==> config.mk <==
export PLATFORM = sky130hd
export DESIGN_NAME = step_seq_decoder_flat
export DESIGN_NICKNAME = d
export VERILOG_FILES = /design/src/rtl/step_seq_decoder_if.sv /design/src/rtl/step_seq_decoder.sv /design/src/flat_wrapper.sv
export SDC_FILE = /design/constraint.sdc
export NUM_CORES = 1
export LEC_CHECK = 0
export BUFFER_PORTS_ARGS = -buffer_cell sky130_fd_sc_hd__buf_2
export CORE_MARGIN = 2
export CORE_UTILIZATION = 51
export DETAILED_ROUTE_END_ITERATION = 7
export PLACE_DENSITY = 0.76
export SLEW_MARGIN = 10
export SYNTH_ARGS = -nofsm -noshare
export SYNTH_HDL_FRONTEND = slang
export SYNTH_SLANG_ARGS = --single-unit
==> constraint.sdc <==
create_clock -name clk -period 5.15 [get_ports clk]
set_input_delay 0.515 -clock clk [delete_from_list [all_inputs] [get_ports clk]]
set_output_delay 0.515 -clock clk [all_outputs]
set_load 0.03 [all_outputs]
==> src/rtl/step_seq_decoder_if.sv <==
// Phase-bus interface for the full-step sequence decoder.
// The observer drives phase_in and clear; the decoder reports position and status.
interface step_seq_decoder_if #(
    parameter int POS_W = 16
);
    logic [3:0]              phase_in;
    logic                    clear;
    logic signed [POS_W-1:0] position;
    logic                    step_valid;
    logic                    dir;
    logic                    locked;
    logic                    error;

    modport master (
        output phase_in, clear,
        input  position, step_valid, dir, locked, error
    );

    modport slave (
        input  phase_in, clear,
        output position, step_valid, dir, locked, error
    );
endinterface

==> src/rtl/step_seq_decoder.sv <==
// Receive-side decoder for the 0011->0110->1100->1001 full-step phase sequence:
// validates transitions, counts signed position and flags skipped or corrupted phases.
module step_seq_decoder #(
    parameter int POS_W      = 16,
    parameter int GLITCH_MAX = 2
) (
    input logic               clk,
    input logic               rst,
    step_seq_decoder_if.slave bus
);
    localparam int GW = $clog2(GLITCH_MAX + 2);

    typedef enum logic [1:0] {
        UNLOCKED,
        LOCKED,
        FAULT
    } state_t;

    state_t                  state, state_next;
    logic [3:0]              sync1, sync2;
    logic [1:0]              idx, idx_next;
    logic [GW-1:0]           glitch, glitch_next;
    logic signed [POS_W-1:0] pos_q, pos_next;
    logic                    dir_q, dir_next;
    logic                    step_q, step_next;
    logic                    code_legal;
    logic [1:0]              code_idx;
    logic [1:0]              delta;

    // phase_in is unrelated to clk, so it passes two flops before decode
    always_ff @(posedge clk or negedge rst) begin
        if (!rst) begin
            sync1  <= 4'b0000;
            sync2  <= 4'b0000;
            state  <= UNLOCKED;
            idx    <= 2'd0;
            glitch <= '0;
            pos_q  <= '0;
            dir_q  <= 1'b0;
            step_q <= 1'b0;
        end else begin
            sync1  <= bus.phase_in;
            sync2  <= sync1;
            state  <= state_next;
            idx    <= idx_next;
            glitch <= glitch_next;
            pos_q  <= pos_next;
            dir_q  <= dir_next;
            step_q <= step_next;
        end
    end

    always_comb begin
        code_legal = 1'b1;
        code_idx   = 2'd0;
        case (sync2)
            4'b0011: code_idx = 2'd0;
            4'b0110: code_idx = 2'd1;
            4'b1100: code_idx = 2'd2;
            4'b1001: code_idx = 2'd3;
            default: code_legal = 1'b0;
        endcase
    end

    // Modulo-4 distance from the stored phase: 1 forward, 3 reverse, 2 skipped
    always_comb begin
        state_next  = state;
        idx_next    = idx;
        glitch_next = glitch;
        pos_next    = pos_q;
        dir_next    = dir_q;
        step_next   = 1'b0;
        delta       = code_idx - idx;

        if (bus.clear) begin
            state_next  = UNLOCKED;
            pos_next    = '0;
            glitch_next = '0;
        end else begin
            case (state)
                UNLOCKED: begin
                    if (code_legal) begin
                        state_next = LOCKED;
                        idx_next   = code_idx;
                    end
                end
                LOCKED: begin
                    if (!code_legal) begin
                        if (int'(glitch) + 1 > GLITCH_MAX) begin
                            state_next = FAULT;
                        end else begin
                            glitch_next = glitch + GW'(1);
                        end
                    end else begin
                        glitch_next = '0;
                        case (delta)
                            2'd1: begin
                                pos_next  = pos_q + POS_W'(1);
                                dir_next  = 1'b1;
                                step_next = 1'b1;
                                idx_next  = code_idx;
                            end
                            2'd3: begin
                                pos_next  = pos_q - POS_W'(1);
                                dir_next  = 1'b0;
                                step_next = 1'b1;
                                idx_next  = code_idx;
                            end
                            2'd2: state_next = FAULT;
                            default: ;
                        endcase
                    end
                end
                FAULT: ;
                default: state_next = UNLOCKED;
            endcase
        end
    end

    assign bus.position   = pos_q;
    assign bus.step_valid = step_q;
    assign bus.dir        = dir_q;
    assign bus.locked     = (state == LOCKED);
    assign bus.error      = (state == FAULT);
endmodule

==> src/flat_wrapper.sv <==
// flat-port wrapper written by rule: the top's interface ports become plain ports
module step_seq_decoder_flat 
#(
    parameter int POS_W      = 16,
    parameter int GLITCH_MAX = 2
)
  (clk, rst, bus_phase_in, bus_clear, bus_position, bus_step_valid, bus_dir, bus_locked, bus_error);
  step_seq_decoder_if #(.POS_W(POS_W)) bus_i ();
  input logic clk;
  input logic rst;
  input wire logic [$bits(bus_i.phase_in)-1:0] bus_phase_in;
  input wire logic [$bits(bus_i.clear)-1:0] bus_clear;
  output wire logic [$bits(bus_i.position)-1:0] bus_position;
  output wire logic [$bits(bus_i.step_valid)-1:0] bus_step_valid;
  output wire logic [$bits(bus_i.dir)-1:0] bus_dir;
  output wire logic [$bits(bus_i.locked)-1:0] bus_locked;
  output wire logic [$bits(bus_i.error)-1:0] bus_error;
  assign bus_i.phase_in = bus_phase_in;
  assign bus_i.clear = bus_clear;
  assign bus_position = bus_i.position;
  assign bus_step_valid = bus_i.step_valid;
  assign bus_dir = bus_i.dir;
  assign bus_locked = bus_i.locked;
  assign bus_error = bus_i.error;
  step_seq_decoder #(.POS_W(POS_W), .GLITCH_MAX(GLITCH_MAX)) u_core (.clk(clk), .rst(rst), .bus(bus_i));
endmodule
After elaboration in Yosys (flattened, before gate mapping)
Index checks and enable logic that the tools add are counted.
{"block": "classes", "add_sub_neg": 5, "n_mul": 0, "n_div": 0, "magnitude_cmp": 1, "n_eq_ne": 17, "shift": 0, "muxes": 25, "n_bitwise": 1, "n_reduce_logical": 13}
{"op": "2-to-1 mux 16 bit", "count": 3}
{"op": "greater-than comparator 32 x 3 -> 1 bit (second input constant)", "count": 1}
{"op": "one-hot mux 16 bit (2 select lines)", "count": 1}
{"op": "2-to-1 mux 2 bit", "count": 12}
{"op": "adder 16 x 2 -> 16 bit (second input constant)", "count": 1}
{"op": "subtractor 16 x 2 -> 16 bit (second input constant)", "count": 1}
{"op": "one-hot mux 2 bit (3 select lines)", "count": 2}
{"op": "== test 4 bit (second input constant)", "count": 2}
{"op": "AND reduction 4 bit", "count": 2}
{"op": "nonzero test 2 bit", "count": 4}
{"op": "== test 2 bit (second input constant)", "count": 3}
{"op": "!= test 3 x 2 -> 1 bit (second input constant)", "count": 2}
{"op": "2-to-1 mux 1 bit", "count": 5}
{"op": "AND reduction 5 bit", "count": 1}
{"op": "== test 2 x 1 -> 1 bit (second input constant)", "count": 2}
{"op": "== test 4 x 2 -> 1 bit (second input constant)", "count": 1}
{"op": "== test 4 x 3 -> 1 bit (second input constant)", "count": 1}
{"op": "!= test 2 x 1 -> 1 bit (second input constant)", "count": 2}
{"op": "!= test 2 bit (second input constant)", "count": 2}
{"op": "!= test 4 x 2 -> 1 bit (second input constant)", "count": 1}
{"op": "!= test 4 bit (second input constant)", "count": 1}
{"op": "one-hot mux 2 bit (2 select lines)", "count": 1}
{"op": "OR reduction 4 bit", "count": 1}
{"op": "adder 2 x 1 -> 3 bit (second input constant)", "count": 1}
{"op": "other kinds (9)", "count": 9}
{"block": "word_totals", "register_bits": 32, "latchBits": 0, "mem_bits_rw": 0, "mem_bits_ro": 0, "inputBits": 7, "out_inout_bits": 20, "word_cells": 70, "memories": 0}

Longest topological paths before layout
{"block": "logic_depth", "ltp_word": 9, "mapped_depth": 15}

Worst setup path before layout
No wires, ideal clock.
{"block": "synth_timing", "path_kind": "reg-to-reg", "start": "reg u_core.sync2[0]", "end": "reg u_core.pos_q[12] (netlist: u_core.bus.position[12])", "setup_time_ns": 0.127, "arrival_time_ns": 3.447, "required_ns": 5.023, "setup_slack_ns": 1.576, "stages_incl_launch_ff": 14, "synth_period_minus_slack_ns": 3.574, "cell_sequence": "dfrtp_1 -> nor4b_1 -> a31oi_1 -> ha_1 -> buf_6 -> nor4_4 -> nor2_2 -> xnor2_1 -> ha_1 -> or3_2 -> nor2_1 -> nand3_1 -> o32a_1 -> mux2_1"}
{"block": "synth_via", "elab_chain_cells": 8, "word_cells_on_any_way": 17}
{"item": "from (decl)", "line": "step_seq_decoder.sv:20", "text": "logic [3:0] sync1, sync2;"}
{"item": "from (signal assigned)", "line": "step_seq_decoder.sv:43", "text": "sync2 <= sync1;"}
{"item": "== test 4 bit or == test 4 x 3 -> 1 bit (tied branches)", "line": "step_seq_decoder.sv:56", "text": "case (sync2)"}
{"item": "one-hot mux 2 bit (3 select lines)", "line": "step_seq_decoder.sv:56"}
{"item": "subtractor 2 bit", "line": "step_seq_decoder.sv:73", "text": "delta = code_idx - idx;"}
{"item": "== test 2 bit or == test 2 x 1 -> 1 bit (tied branches)", "line": "step_seq_decoder.sv:96", "text": "case (delta)"}
{"item": "one-hot mux 16 bit (2 select lines)", "line": "step_seq_decoder.sv:96"}
{"item": "2-to-1 mux 16 bit", "line": "step_seq_decoder.sv:88", "text": "if (!code_legal) begin"}
{"item": "2-to-1 mux 16 bit", "line": "step_seq_decoder.sv:80", "text": "case (state)"}
{"item": "2-to-1 mux 16 bit", "line": "step_seq_decoder.sv:75", "text": "if (bus.clear) begin"}
{"item": "to (signal assigned)", "line": "step_seq_decoder.sv:47", "text": "pos_q <= pos_next;"}
{"item": "to (decl)", "line": "step_seq_decoder.sv:23", "text": "logic signed [POS_W-1:0] pos_q, pos_next;"}
Several ways; a longest one is shown, not always the timed one. The select of a mux whose other input is x is not followed.
A chain may end at the register's enable or synchronous reset.

Final worst setup path
{"block": "layout_timing", "start": "reg u_core.sync2[3]", "end": "reg u_core.pos_q[12] (netlist: u_core.bus.position[12])"}
Same word-level chain as after synthesis.

==> out/summary.txt <==
Switching Fraction: 35.1%
grt met3 use: 5.00%
clock latency on the worst-skew pair: 0.29 ns
M1 GR Usage: 26.6%
Vias/cell: 5.99
most used routing layer: met2
CTS tree: built
Max Cap Viol: 0
Hold WC Path Type: input port to asynchronous set/reset pin
Layout Utilization: 60.4%
Worst-path clk slew: 0.07 ns
Psw: 0.000274 W
Post-DP HPWL: 3080 um
Detailed Route WL: 4410 um
initial antenna violation count: 0
pin count of the biggest net entering global routing: 33
Vias: 1,719
WP data arrival: 4.09 ns
Global Route Usage Sum: 21.9%
Top cell by count, worst path: ha_1
Worst R2R Path Depth: 12
most frequent cells in the layout: dfrtp_1, nor2_1, buf_2
CTS Buf Count: 5
Slew Viols, Final: 0
Final Hold Viols: 0
Slew HR: 38.2%
Post-CTS Setup Bufs: 0
Yosys cell types: 60
logic gate share of total power: 33.4%
kind of critical path: flip-flop to flip-flop
unrepaired setup endpoints after global routing: no
hold_buf cts: 0
predominant post-synthesis flop cell: dfrtp_1
core area: 0.00374 mm^2
Post-synth EDFFs: 0
clock sinks: 32
Clk network pwr share: 30.4%
final net count: 251
synthesized netlist cell count: 213
DRC errors left: 0
Initial Util: 54.4%
Slew @ Worst Pin: 0.919 ns
Pleak: 0.970 nW
reg2reg start: u_core.sync2[3]$_DFF_PN0_
die area: 0.00452 mm^2
H-tree levels: 2
Congestion Overflow GR: 0
met2 Track Usage GR: 36.6%
area growth from synthesis to layout: 11.1%
clk buf depth: 2
synth warn: 0
Iteration-0 DRC Markers: 79
Antenna Cells: 0
DRT Pass-1 Iters: 4
Die Ht: 67.2 um
sequential fraction of the synthesis area: 39.3%
crit share post-route: 76.2%
Worst path max stage delay: 0.50 ns
critical path launch point type: flip-flop
I/O pin total: 27
worst r2r dst: u_core.bus.position[12]$_DFFE_PN0P_
root cell of the clock tree: clkbuf_8
die width: 67.2 um
Final Critical Period: 3.92 ns
Max Clock Skew: 0.00502 ns
placer congestion estimate: 0.873
Flop pwr share: 36.2%
setup TNS: 0 ns
Data required, critical path: 5.32 ns
Max FO, Critical Path: 9
Pint: 0.000507 W
R2R Setup Slk: 1.23 ns
FP Rows: 22
vias in the first global route: 1,740
cell area after synthesis: 0.00204 mm^2
Setup violations, final: 0
buffers added on ports: 26
asr flop ratio synth: 100%
DR WL/cell: 15.4 um
status: complete, no violations
first-pass GRT wire length: 7580 um
Antenna Violating Nets Remaining: 0
post_cts resized: 0
power density over the cells: 345 mW/mm^2
Slowest-stage cell, CP: nor4_4
CP endpoint kind: flip-flop
IR drop worst, VDD: 215 uV
CP cell instances: and2b_2, a31oi_1, ha_1, nor4_4, nor2_2, xnor2_1, ha_1, or3_2, nor2_1, nand3_1, o32a_1, mux2_1
Syn Area/Cell: 9.56 um^2
layout cells sized above 1: 20.5%
maximum clock rate: 0.255 GHz
post-synthesis net count: 226
Seq cells post-synth: 32
leading cell type in the layout, fill and taps excluded: dfrtp_1
## routing by layer
layer,vias to the layer above,wire length [um]
met5,-,0
met4,0,74
met3,11,291
li1,843,-
met2,56,2120
met1,809,1920
## registers in the layout, indices dropped and copies added (netlist names)
signal,cells
u_core.bus.step_valid,1
u_core.idx,2
u_core.bus.dir,1
u_core.bus.position,16
u_core.state,2
u_core.sync2,4
u_core.glitch,2
u_core.sync1,4
## Yosys cell counts, drive strengths merged, types with 3 or more instances
cell type  number  area share, %
a21oi          13            3.2
a31oi           4            1.2
a41oi           3            1.3
clkbuf          4            1.7
dfrtp          32             39
ha              6            3.7
inv             9            1.7
mux2i           3            1.5
nand2           8            1.5
nand3          12            2.9
nor2           27            5.1
nor3           10            2.5
nor4            4            2.3
o21ai          11            2.7
or3             4            1.3
or4             4            1.7
xnor2          11            5.1
xor2            4            1.7
## power by group through the flow
stage                     Combinational, W  Sequential (W)  Clock, W
after floorplan                   0.000199        0.000297         0
after global routing              0.000288        0.000285  0.000254
after CTS                         0.000260        0.000282  0.000244
after detailed placement          0.000257        0.000287         0
final                             0.000261        0.000283  0.000238
after global placement            0.000255        0.000286         0
## final cells by class
type / count / area, um^2
Inverter: 10 / 38.8
Fill cell: 345 / 1480
Multi-Input combinational cell: 163 / 1120
Timing Repair Buffer: 26 / 130
Clock inverter: 3 / 42.5
Clock buffer: 5 / 68.8
Tap cell: 48 / 60.1
Sequential cell: 32 / 801
## critical path, delay by kind of cell (launching register included)
kind	cells	cell delay [ns]
xor gates and xnor gates	1	0.16
AOI/OAI and AO/OA	2	0.55
DFF	1	0.44
muxes	1	0.31
adders and majority gates	2	0.64
and+or+nand+nor	6	1.68
## through the flow
stage	cell area [um^2]	instances	hold WS, ns	setup slack, ns	power, W
final	2260	287	0.265	1.23	0.000781
after global routing	2260	287	0.317	0.961	0.000828
after CTS	2260	287	0.295	1.23	0.000786
after detailed placement	2150	279	0.335	1.25	0.000544
after global placement	2150	279	0.333	1.36	0.000541
after floorplan	2040	213	0.219	1.58	0.000496
## worst max-delay path by stage
stage	from	to	slack (ns)	cells after the start
finish	u_core.sync2[3]$_DFF_PN0_	u_core.bus.position[12]$_DFFE_PN0P_	1.23	12
global route	u_core.sync2[2]$_DFF_PN0_	u_core.bus.position[12]$_DFFE_PN0P_	0.96	14
CTS	u_core.sync2[0]$_DFF_PN0_	u_core.bus.position[12]$_DFFE_PN0P_	1.23	12
detailed placement	u_core.sync2[0]$_DFF_PN0_	u_core.bus.position[12]$_DFFE_PN0P_	1.25	12
global placement	u_core.sync2[0]$_DFF_PN0_	u_core.bus.position[12]$_DFFE_PN0P_	1.36	12
floorplan	u_core.sync2[0]$_DFF_PN0_	u_core.bus.position[12]$_DFFE_PN0P_	1.58	13
## cell families after synthesis
group	share of synthesized area [%]
adders and majority gates	3.69
muxes	2.03
DFF	39.3
buffers and inverters	5.65
AOI/OAI and AO/OA	19.6
and+or+nand+nor	22.9
xor gates and xnor gates	6.82
Power figures use the tool's default switching activity.
